--- config.mk ---
export PLATFORM = sky130hd
export DESIGN_NAME = wb_port_arbiter_flat
export DESIGN_NICKNAME = d
export VERILOG_FILES = /design/src/rtl/wb_port_arbiter_if.sv /design/src/rtl/wb_port_arbiter.sv /design/src/flat_wrapper.sv
export SDC_FILE = /design/constraint.sdc
export NUM_CORES = 1
export LEC_CHECK = 0
export BUFFER_PORTS_ARGS = -buffer_cell sky130_fd_sc_hd__buf_2
export CAP_MARGIN = 20
export CELL_PAD_IN_SITES_DETAIL_PLACEMENT = 1
export CELL_PAD_IN_SITES_GLOBAL_PLACEMENT = 2
export CORE_ASPECT_RATIO = 0.5
export CORE_MARGIN = 2
export CORE_UTILIZATION = 30
export CTS_CLUSTER_SIZE = 20
export DETAILED_ROUTE_END_ITERATION = 10
export HOLD_SLACK_MARGIN = 0.12
export PLACE_DENSITY = 0.81
export SLEW_MARGIN = 5
export SYNTH_ARGS = -nofsm -noshare
export SYNTH_HDL_FRONTEND = slang
export SYNTH_SLANG_ARGS = --single-unit
--- constraint.sdc ---
create_clock -name clk -period 2.22 [get_ports clk]
set_input_delay 0 -clock clk [delete_from_list [all_inputs] [get_ports clk]]
set_output_delay 0 -clock clk [all_outputs]
set_load 0.01 [all_outputs]
--- src/rtl/wb_port_arbiter_if.sv ---
// Writeback port bundle: three valid/ready writeback sources plus the
// register-file write controls and mux selects.
interface wb_port_arbiter_if #(parameter int AW = 5);
    logic          wb_stall;
    logic          mem_valid;
    logic [AW-1:0] mem_addr;
    logic          mem_ready;
    logic          link_valid;
    logic [AW-1:0] link_addr;
    logic          link_ready;
    logic          alu_valid;
    logic [AW-1:0] alu_addr;
    logic          alu_ready;
    logic          sel_link;
    logic          sel_mem;
    logic          rf_we;
    logic [AW-1:0] rf_waddr;
    logic          starve_flag;

    modport slave (
        input  wb_stall, mem_valid, mem_addr, link_valid, link_addr, alu_valid, alu_addr,
        output mem_ready, link_ready, alu_ready, sel_link, sel_mem, rf_we, rf_waddr, starve_flag
    );

    modport master (
        output wb_stall, mem_valid, mem_addr, link_valid, link_addr, alu_valid, alu_addr,
        input  mem_ready, link_ready, alu_ready, sel_link, sel_mem, rf_we, rf_waddr, starve_flag
    );
endinterface

--- src/rtl/wb_port_arbiter.sv ---
// Register-file write port arbiter for MEM, LINK and ALU writeback sources.
// Optional WB_ARB_RR_EN replaces fixed MEM > LINK > ALU priority with round-robin.
module wb_port_arbiter #(
    parameter int AW         = 5,
    parameter int STARVE_MAX = 4
) (
    input logic               clk,
    input logic               rst_n,
    wb_port_arbiter_if.slave  bus
);
    localparam int            CW      = $clog2(STARVE_MAX + 1);
    localparam logic [CW-1:0] CNT_MAX = CW'(STARVE_MAX);

    typedef enum logic [1:0] {
        SRC_MEM  = 2'd0,
        SRC_LINK = 2'd1,
        SRC_ALU  = 2'd2,
        SRC_NONE = 2'd3
    } src_e;

    logic [CW-1:0] mem_cnt, link_cnt, alu_cnt;
    logic [2:0]    valid_vec, boost_vec, cand_vec;
    src_e          winner, start_ptr;
    logic [AW-1:0] win_addr;
    logic          sel_link_q, sel_mem_q, rf_we_q;
    logic [AW-1:0] rf_waddr_q;

    // First set bit of v scanning MEM->LINK->ALU cyclically from start.
    function automatic src_e pick(input logic [2:0] v, input src_e start);
        int k;
        pick = SRC_NONE;
        for (int i = 0; i < 3; i++) begin
            k = (int'(start) + i) % 3;
            if (pick == SRC_NONE && v[k]) pick = src_e'(2'(k));
        end
    endfunction

    function automatic logic [CW-1:0] next_cnt(input logic [CW-1:0] cnt,
                                               input logic valid, input logic granted);
        if (!valid || granted)   next_cnt = '0;
        else if (cnt != CNT_MAX) next_cnt = cnt + 1'b1;
        else                     next_cnt = cnt;
    endfunction

`ifdef WB_ARB_RR_EN
    src_e rr_ptr;

    always_ff @(posedge clk or negedge rst_n) begin
        if (!rst_n) begin
            rr_ptr <= SRC_MEM;
        end else begin
            case (winner)
                SRC_MEM:  rr_ptr <= SRC_LINK;
                SRC_LINK: rr_ptr <= SRC_ALU;
                SRC_ALU:  rr_ptr <= SRC_MEM;
                default:  rr_ptr <= rr_ptr;
            endcase
        end
    end

    assign start_ptr = rr_ptr;
`else
    assign start_ptr = SRC_MEM;
`endif

    // Starved requesters mask out everyone else; ordering among them is the normal one.
    always_comb begin
        valid_vec = {bus.alu_valid, bus.link_valid, bus.mem_valid};
        boost_vec = valid_vec & {alu_cnt == CNT_MAX, link_cnt == CNT_MAX, mem_cnt == CNT_MAX};
        cand_vec  = (|boost_vec) ? boost_vec : valid_vec;
        winner    = SRC_NONE;
        if (!bus.wb_stall) winner = pick(cand_vec, start_ptr);
        case (winner)
            SRC_MEM:  win_addr = bus.mem_addr;
            SRC_LINK: win_addr = bus.link_addr;
            SRC_ALU:  win_addr = bus.alu_addr;
            default:  win_addr = '0;
        endcase
    end

    assign bus.mem_ready   = (winner == SRC_MEM);
    assign bus.link_ready  = (winner == SRC_LINK);
    assign bus.alu_ready   = (winner == SRC_ALU);
    assign bus.starve_flag = !bus.wb_stall && (|boost_vec);

    always_ff @(posedge clk or negedge rst_n) begin
        if (!rst_n) begin
            mem_cnt  <= '0;
            link_cnt <= '0;
            alu_cnt  <= '0;
        end else if (!bus.wb_stall) begin
            mem_cnt  <= next_cnt(mem_cnt,  bus.mem_valid,  winner == SRC_MEM);
            link_cnt <= next_cnt(link_cnt, bus.link_valid, winner == SRC_LINK);
            alu_cnt  <= next_cnt(alu_cnt,  bus.alu_valid,  winner == SRC_ALU);
        end
    end

    // Writes to $zero still move the selects and address, but never enable the write.
    always_ff @(posedge clk or negedge rst_n) begin
        if (!rst_n) begin
            sel_link_q <= 1'b0;
            sel_mem_q  <= 1'b0;
            rf_we_q    <= 1'b0;
            rf_waddr_q <= '0;
        end else if (winner != SRC_NONE) begin
            sel_link_q <= (winner == SRC_LINK);
            sel_mem_q  <= (winner == SRC_MEM);
            rf_we_q    <= (win_addr != '0);
            rf_waddr_q <= win_addr;
        end else begin
            rf_we_q    <= 1'b0;
        end
    end

    assign bus.sel_link = sel_link_q;
    assign bus.sel_mem  = sel_mem_q;
    assign bus.rf_we    = rf_we_q;
    assign bus.rf_waddr = rf_waddr_q;
endmodule

--- src/flat_wrapper.sv ---
// flat-port wrapper written by rule: the top's interface ports become plain ports
module wb_port_arbiter_flat 
#(
    parameter int AW         = 5,
    parameter int STARVE_MAX = 4
)
  (clk, rst_n, bus_wb_stall, bus_mem_valid, bus_mem_addr, bus_link_valid, bus_link_addr, bus_alu_valid, bus_alu_addr, bus_mem_ready, bus_link_ready, bus_alu_ready, bus_sel_link, bus_sel_mem, bus_rf_we, bus_rf_waddr, bus_starve_flag);
  wb_port_arbiter_if #(.AW(AW)) bus_i ();
  input logic clk;
  input logic rst_n;
  input wire logic [$bits(bus_i.wb_stall)-1:0] bus_wb_stall;
  input wire logic [$bits(bus_i.mem_valid)-1:0] bus_mem_valid;
  input wire logic [$bits(bus_i.mem_addr)-1:0] bus_mem_addr;
  input wire logic [$bits(bus_i.link_valid)-1:0] bus_link_valid;
  input wire logic [$bits(bus_i.link_addr)-1:0] bus_link_addr;
  input wire logic [$bits(bus_i.alu_valid)-1:0] bus_alu_valid;
  input wire logic [$bits(bus_i.alu_addr)-1:0] bus_alu_addr;
  output wire logic [$bits(bus_i.mem_ready)-1:0] bus_mem_ready;
  output wire logic [$bits(bus_i.link_ready)-1:0] bus_link_ready;
  output wire logic [$bits(bus_i.alu_ready)-1:0] bus_alu_ready;
  output wire logic [$bits(bus_i.sel_link)-1:0] bus_sel_link;
  output wire logic [$bits(bus_i.sel_mem)-1:0] bus_sel_mem;
  output wire logic [$bits(bus_i.rf_we)-1:0] bus_rf_we;
  output wire logic [$bits(bus_i.rf_waddr)-1:0] bus_rf_waddr;
  output wire logic [$bits(bus_i.starve_flag)-1:0] bus_starve_flag;
  assign bus_i.wb_stall = bus_wb_stall;
  assign bus_i.mem_valid = bus_mem_valid;
  assign bus_i.mem_addr = bus_mem_addr;
  assign bus_i.link_valid = bus_link_valid;
  assign bus_i.link_addr = bus_link_addr;
  assign bus_i.alu_valid = bus_alu_valid;
  assign bus_i.alu_addr = bus_alu_addr;
  assign bus_mem_ready = bus_i.mem_ready;
  assign bus_link_ready = bus_i.link_ready;
  assign bus_alu_ready = bus_i.alu_ready;
  assign bus_sel_link = bus_i.sel_link;
  assign bus_sel_mem = bus_i.sel_mem;
  assign bus_rf_we = bus_i.rf_we;
  assign bus_rf_waddr = bus_i.rf_waddr;
  assign bus_starve_flag = bus_i.starve_flag;
  wb_port_arbiter #(.AW(AW), .STARVE_MAX(STARVE_MAX)) u_core (.clk(clk), .rst_n(rst_n), .bus(bus_i));
endmodule
* Word-level counts from Yosys, hierarchy flattened
Cells that the tools add are included.
** Storage, ports and cells
- Register bits after elaboration :: 17
- Bits of input ports :: 21
- Output and inout port bits :: 12
- Word-level logic and storage cells :: 57
** Cells by class
- $add $sub $neg :: 3
- Eq/ne operators :: 11
- Multiplexer cells :: 15
- Bitwise operators :: 2
- Reduce and logical (&&, ||, !) cells :: 19
** Operator list (count)
- 3-bit 2-to-1 mux :: 7
- 5-bit case mux with 3 select lines :: 1
- 2-bit 2-to-1 mux :: 6
- 3-bit by 1-bit adder with 3-bit output, second input constant :: 3
- 3-bit equality test, second input constant :: 3
- 3-bit inequality test, second input constant :: 3
- 2-bit equality test, second input constant :: 3
- 2-bit AND reduction :: 3
- 2-bit nonzero test :: 3
- 5-bit nonzero test :: 1
- 1-bit logical NOT :: 4
- 3-bit AND :: 1
- 1-bit logical AND :: 3
- 1-bit logical OR :: 3
- 3-bit OR reduction :: 1
- 2-bit by 1-bit equality test with 1-bit output, second input constant :: 1
- 2-bit logical NOT :: 1
- 2-bit inequality test, second input constant :: 1
- 1-bit 2-to-1 mux :: 1
- 1-bit inverter :: 1

* Depth between registers and ports, before layout
- Depth in word-level cells :: 18
- Depth in mapped cells :: 8
- Mapped depth without buffers :: 8

* Least setup slack after synthesis
OpenSTA, ideal clock, no wires.
- Path kind :: reg-to-reg
- Start :: register u_core.link_cnt[0]
- End :: register u_core.alu_cnt[0]
- Setup time :: 125 ps
- Arrival :: 1542 ps
- Data required time :: 2095 ps
- Setup slack :: 553 ps
- Cell stages (with the launch flop) :: 8
- Buffers on the path :: 0
- Period minus slack after synthesis :: 1667 ps
- Path through :: dfrtp_1 inv_1 ha_1 nand3_4 a31o_4 o21ai_4 o21ai_2 mux2_4
** On the way
- Cells in the longest elaborated chain, start to end :: 18
- Elaborated cells between the ends (all ways) :: 19
- Classes of those cells :: 4 x eq/ne; 8 x mux; 1 x bitwise; 6 x reduce/logical
** RTL lines
- from (decl) :: RTL line wb_port_arbiter.sv:21 : logic [CW-1:0] mem_cnt, link_cnt, alu_cnt;
- from (signal assigned) :: RTL line wb_port_arbiter.sv:93 : link_cnt <= next_cnt(link_cnt, bus.link_valid, winner == SRC_LINK);
- 3-bit equality test (*) :: RTL line wb_port_arbiter.sv:69 : boost_vec = valid_vec & {alu_cnt == CNT_MAX, link_cnt == CNT_MAX, mem_cnt == CNT_MAX};
- 3-bit AND (*) :: RTL line wb_port_arbiter.sv:69
- 3-bit OR reduction :: RTL line wb_port_arbiter.sv:70 : cand_vec = (|boost_vec) ? boost_vec : valid_vec;
- 3-bit 2-to-1 mux (*) :: RTL line wb_port_arbiter.sv:70
- 2-bit 2-to-1 mux :: RTL line wb_port_arbiter.sv:34 : if (pick == SRC_NONE && v[k]) pick = src_e'(2'(k));
- 2-bit 2-to-1 mux :: RTL line wb_port_arbiter.sv:72 : if (!bus.wb_stall) winner = pick(cand_vec, start_ptr);
- 2-bit equality test :: RTL line wb_port_arbiter.sv:34
- 1-bit logical AND :: RTL line wb_port_arbiter.sv:34
- (+2 left out)
- 2-bit equality test :: RTL line wb_port_arbiter.sv:34
- 1-bit logical AND :: RTL line wb_port_arbiter.sv:34
- 2-bit 2-to-1 mux (*) :: RTL line wb_port_arbiter.sv:34
- 2-bit 2-to-1 mux (*) :: RTL line wb_port_arbiter.sv:72
- 2-bit equality test (*) :: RTL line wb_port_arbiter.sv:94 : alu_cnt <= next_cnt(alu_cnt, bus.alu_valid, winner == SRC_ALU);
- 1-bit logical OR (*) :: RTL line wb_port_arbiter.sv:40 : if (!valid || granted) next_cnt = '0;
- 2-bit nonzero test (no line)
- 2-bit AND reduction (no line)
- to (signal assigned) :: RTL line wb_port_arbiter.sv:94
- to (decl) :: RTL line wb_port_arbiter.sv:21
Mark *: on every way between the ends. The rest lies on a longest branch, timed or not. The select of a mux whose other input is x is not followed.
A chain may end at the register's enable or synchronous reset.

* Worst setup path after layout
- Start :: register u_core.link_cnt[0]
- End :: output port bus_mem_ready
** On the way
- Cells in the longest elaborated chain, start to end :: 15
** RTL lines
- 3-bit equality test (*) :: RTL line wb_port_arbiter.sv:69
- 3-bit AND (*) :: RTL line wb_port_arbiter.sv:69
- 3-bit OR reduction :: RTL line wb_port_arbiter.sv:70
- 3-bit 2-to-1 mux (*) :: RTL line wb_port_arbiter.sv:70
- 2-bit 2-to-1 mux :: RTL line wb_port_arbiter.sv:34
- 2-bit 2-to-1 mux :: RTL line wb_port_arbiter.sv:72
- 2-bit equality test :: RTL line wb_port_arbiter.sv:34
- 1-bit logical AND :: RTL line wb_port_arbiter.sv:34
- 2-bit 2-to-1 mux :: RTL line wb_port_arbiter.sv:34
- 2-bit 2-to-1 mux :: RTL line wb_port_arbiter.sv:72
- 2-bit equality test :: RTL line wb_port_arbiter.sv:34
- 1-bit logical AND :: RTL line wb_port_arbiter.sv:34
- 2-bit 2-to-1 mux (*) :: RTL line wb_port_arbiter.sv:34
- 2-bit 2-to-1 mux (*) :: RTL line wb_port_arbiter.sv:72
- 2-bit logical NOT (*) :: RTL line wb_port_arbiter.sv:81 : assign bus.mem_ready = (winner == SRC_MEM);
- to (decl) :: RTL line flat_wrapper.sv:18 : output wire logic [$bits(bus_i.mem_ready)-1:0] bus_mem_ready;
Marks and branches as above.

==> flow_metrics.env <==
export IMPL_antenna_cells=0
export IMPL_cts_root_buffer="clkbuf_8"
export IMPL_synth_area_um2=1162
export IMPL_area_growth_pct=27.34
export IMPL_grt_pass1_vias=1036
export IMPL_crit_type="flip-flop to primary output"
export IMPL_gr_usage_met2=0.2647
export IMPL_clk_path_buf_depth=2
export IMPL_io_buffer_count=32
export IMPL_start_util=0.3260
export IMPL_end_kind="primary output"
export IMPL_ant_nets=0
export IMPL_dpl_cell_count=205
export IMPL_cts_tree="yes"
export IMPL_finalSetupViolCount=0
export IMPL_wirelength_mm=3.193
export IMPL_grt_ovfl_total=0
export IMPL_max_freq_mhz=500.3
export IMPL_drcViolationCount=0
export IMPL_rows=15
export IMPL_r2r_cells=7
export IMPL_cts_buffers=3
export IMPL_rsz0062_at_grt="no"
export IMPL_synth_net_count=153
export IMPL_avgSynthCellArea_um2=9.225
export IMPL_core_um2=3566
export IMPL_grt_use_total=0.1568
export IMPL_path_clk_slew_ns=0.07
export IMPL_yosys_area_top_type="dfrtp_1"
export IMPL_layout_commonest_cell="buf_2"
export IMPL_drv_slew=0
export IMPL_hold_viol=0
export IMPL_vias=1064
export IMPL_grt_max_degree=18
export IMPL_wl_per_cell_um=14.71
export IMPL_worst_pin_slew_ns=0.5505
export IMPL_drive_above_1_share=0.2831
export IMPL_htreeDepth=1
export IMPL_yosysUniqueCellTypes=42
export IMPL_worstSkewPairLatency_ns=0.26
export IMPL_hold_slack_ns=0.1544
export IMPL_nets=194
export IMPL_dr_pass1_iters=4
export IMPL_min_delay_path_depth=3
export IMPL_fin_crit_ns=1.999
export IMPL_finalClockSkew_ns=0.002032
export IMPL_dp_hpwl_mm=2.374
export IMPL_grt_first_pass_wirelength_mm=5.140
export IMPL_powerDensity_nw_per_um2=605.0
export IMPL_final_cell_area_um2=1480
export IMPL_yosys_warnings=0
export IMPL_maxCapViolations=0
export IMPL_synth_seq_cells=17
export IMPL_io_pins=33
export IMPL_instances_no_fill=217
export IMPL_chipHeight_um=48.02
export IMPL_outcome="complete, no violations"
export IMPL_synth_seq_area_share=0.3660
export IMPL_drt_iter0_drc=21
export IMPL_fin_crit_sh=0.9003
export IMPL_synth_top_cells_by_area="dfrtp_1 37%, ha_1 6.5%, inv_1 6.5%"
export IMPL_syn_inst=126
export IMPL_setup_tns_ns=0
export IMPL_post_cts_buffers=0
export IMPL_cp_max_fo=9
export IMPL_start_kind="flip-flop"
export IMPL_cp_arrival_ns=2.00
export IMPL_grt_use_met3=0.03937
export IMPL_viasPerCell=4.903
export IMPL_p_leak_nw=0.7247
export IMPL_finalWeightedCongestion=0.7946
export IMPL_mostFrequentLayoutCells="32 x buf_2, 20 x inv_1, 17 x dfrtp_1"
export IMPL_relSlewSlack=0.6291
export IMPL_antenna_found_initial=0
export IMPL_use_met1=0.2075
export IMPL_die_w_um=92.03
export IMPL_synth_top_cell_area_share=0.3660
export IMPL_required_ns=2.22
export IMPL_ir_worst_vdd_mv=0.1821
export IMPL_place_area_um2=1355
export IMPL_design_die_area_um2=4419
export IMPL_grt_busiest_layer="met2"
export IMPL_cts_sinks=17
export IMPL_min_path_type="primary input to flip-flop"
export IMPL_fillCellCount=447
final cells by class:
| class | instances | area, um2 | share of cell area |
|---|---|---|---|
| clock buffers | 4 | 45.04 | 0.03043 |
| well taps | 51 | 63.81 | 0.04311 |
| inverters | 20 | 75.07 | 0.05072 |
| multi-input cells | 84 | 623.1 | 0.4210 |
| flip-flops and latches | 17 | 425.4 | 0.2874 |
| repair buffers | 41 | 247.7 | 0.1674 |
state kept, by name, summed over array words and instances, names as in the netlist:
name                 flops
u_core.bus.rf_waddr      5
u_core.bus.sel_mem       1
u_core.mem_cnt           3
u_core.link_cnt          3
u_core.bus.rf_we         1
u_core.bus.sel_link      1
u_core.alu_cnt           3
critical path, cell delays in order (launching register included):
cell	delay, ns
dfrtp_1	0.40
inv_1	0.09
ha_1	0.25
nand3_4	0.16
a31oi_2	0.43
buf_4	0.22
nor2_1	0.04
buf_2	0.15
routing by layer:
metal  vias to the layer above  wire, um
li1                        537         -
met3                         3       123
met1                       507      1580
met5                         -         0
met4                         0        32
met2                        17      1456
stage by stage:
step	utilization	setup slack (ns)	total power (W)
2_1_floorplan	-	0.5527	0.0005541
5_1_grt	0.4151	0.06534	0.0009593
3_3_place_gp	0.3800	0.2499	0.0006397
6_report	0.4151	0.2214	0.0008954
4_1_cts	0.4151	0.2269	0.0009121
3_5_place_dp	0.3800	0.2508	0.0006455
timing repair:
item / in CTS / in global routing
resized for setup: 0 / 0
hold buffers: 8 / 0
endpoints found under the hold margin: 24 / 0
where the power goes:
group / internal [W] / switching, W / total, W / leakage, nW
clock: 0.000128 / 0.000119 / 0.000247 / 0.0228
sequential: 0.000352 / 0.0000334 / 0.000386 / 0.215
combinational: 0.000115 / 0.000147 / 0.000263 / 0.487
total: 0.000596 / 0.000300 / 0.000895 / 0.725
Yosys cell counts:
cell type	number
a211oi_2	1
a21o_1	4
a21oi_1	5
a22o_1	1
a22oi_1	2
a31o_4	1
a31oi_1	4
a31oi_2	1
a32o_1	1
and2_1	1
and3_1	5
buf_2	1
buf_4	1
buf_6	2
clkbuf_1	1
dfrtp_1	17
ha_1	6
inv_1	20
mux2_4	1
mux2i_1	2
nand2_1	7
nand2b_1	2
nand3_1	6
nand3_2	1
nand3_4	1
nand4_1	1
nor2_1	3
nor2b_1	1
nor3_1	1
nor3_2	1
nor4_1	1
o2111ai_1	2
o211ai_1	1
o211ai_2	2
o21ai_0	9
o21ai_2	1
o21ai_4	1
o21bai_1	1
o22ai_1	3
o2bb2ai_1	2
o31ai_1	1
or3_1	1
final timing paths:
| check | from | slack [ns] | endpoint |
|---|---|---|---|
| min in group asynchronous | rst_n | 0.20 | u_core.bus.rf_waddr[0] |
| setup reg to reg | u_core.link_cnt[0] | 0.22 | u_core.bus.rf_we |
| max in group asynchronous | rst_n | 1.74 | u_core.bus.sel_link |
| hold / removal | bus_wb_stall | 0.15 | u_core.mem_cnt[1] |
| setup / recovery | u_core.link_cnt[0] | 0.22 | bus_mem_ready |
| hold reg to reg | u_core.link_cnt[1] | 0.52 | u_core.link_cnt[1] |
cell families after synthesis:
group | count (synthesis) | share of synthesized area
AO/OA/AOI/OAI | 43 | 0.2820
AND/OR/NAND/NOR | 32 | 0.1593
buffers and inverters | 25 | 0.09795
flip-flops | 17 | 0.3660
adder cells (fa/ha/maj) | 6 | 0.06458
multiplexers | 3 | 0.03014
(Power assumes the default switching activity.)
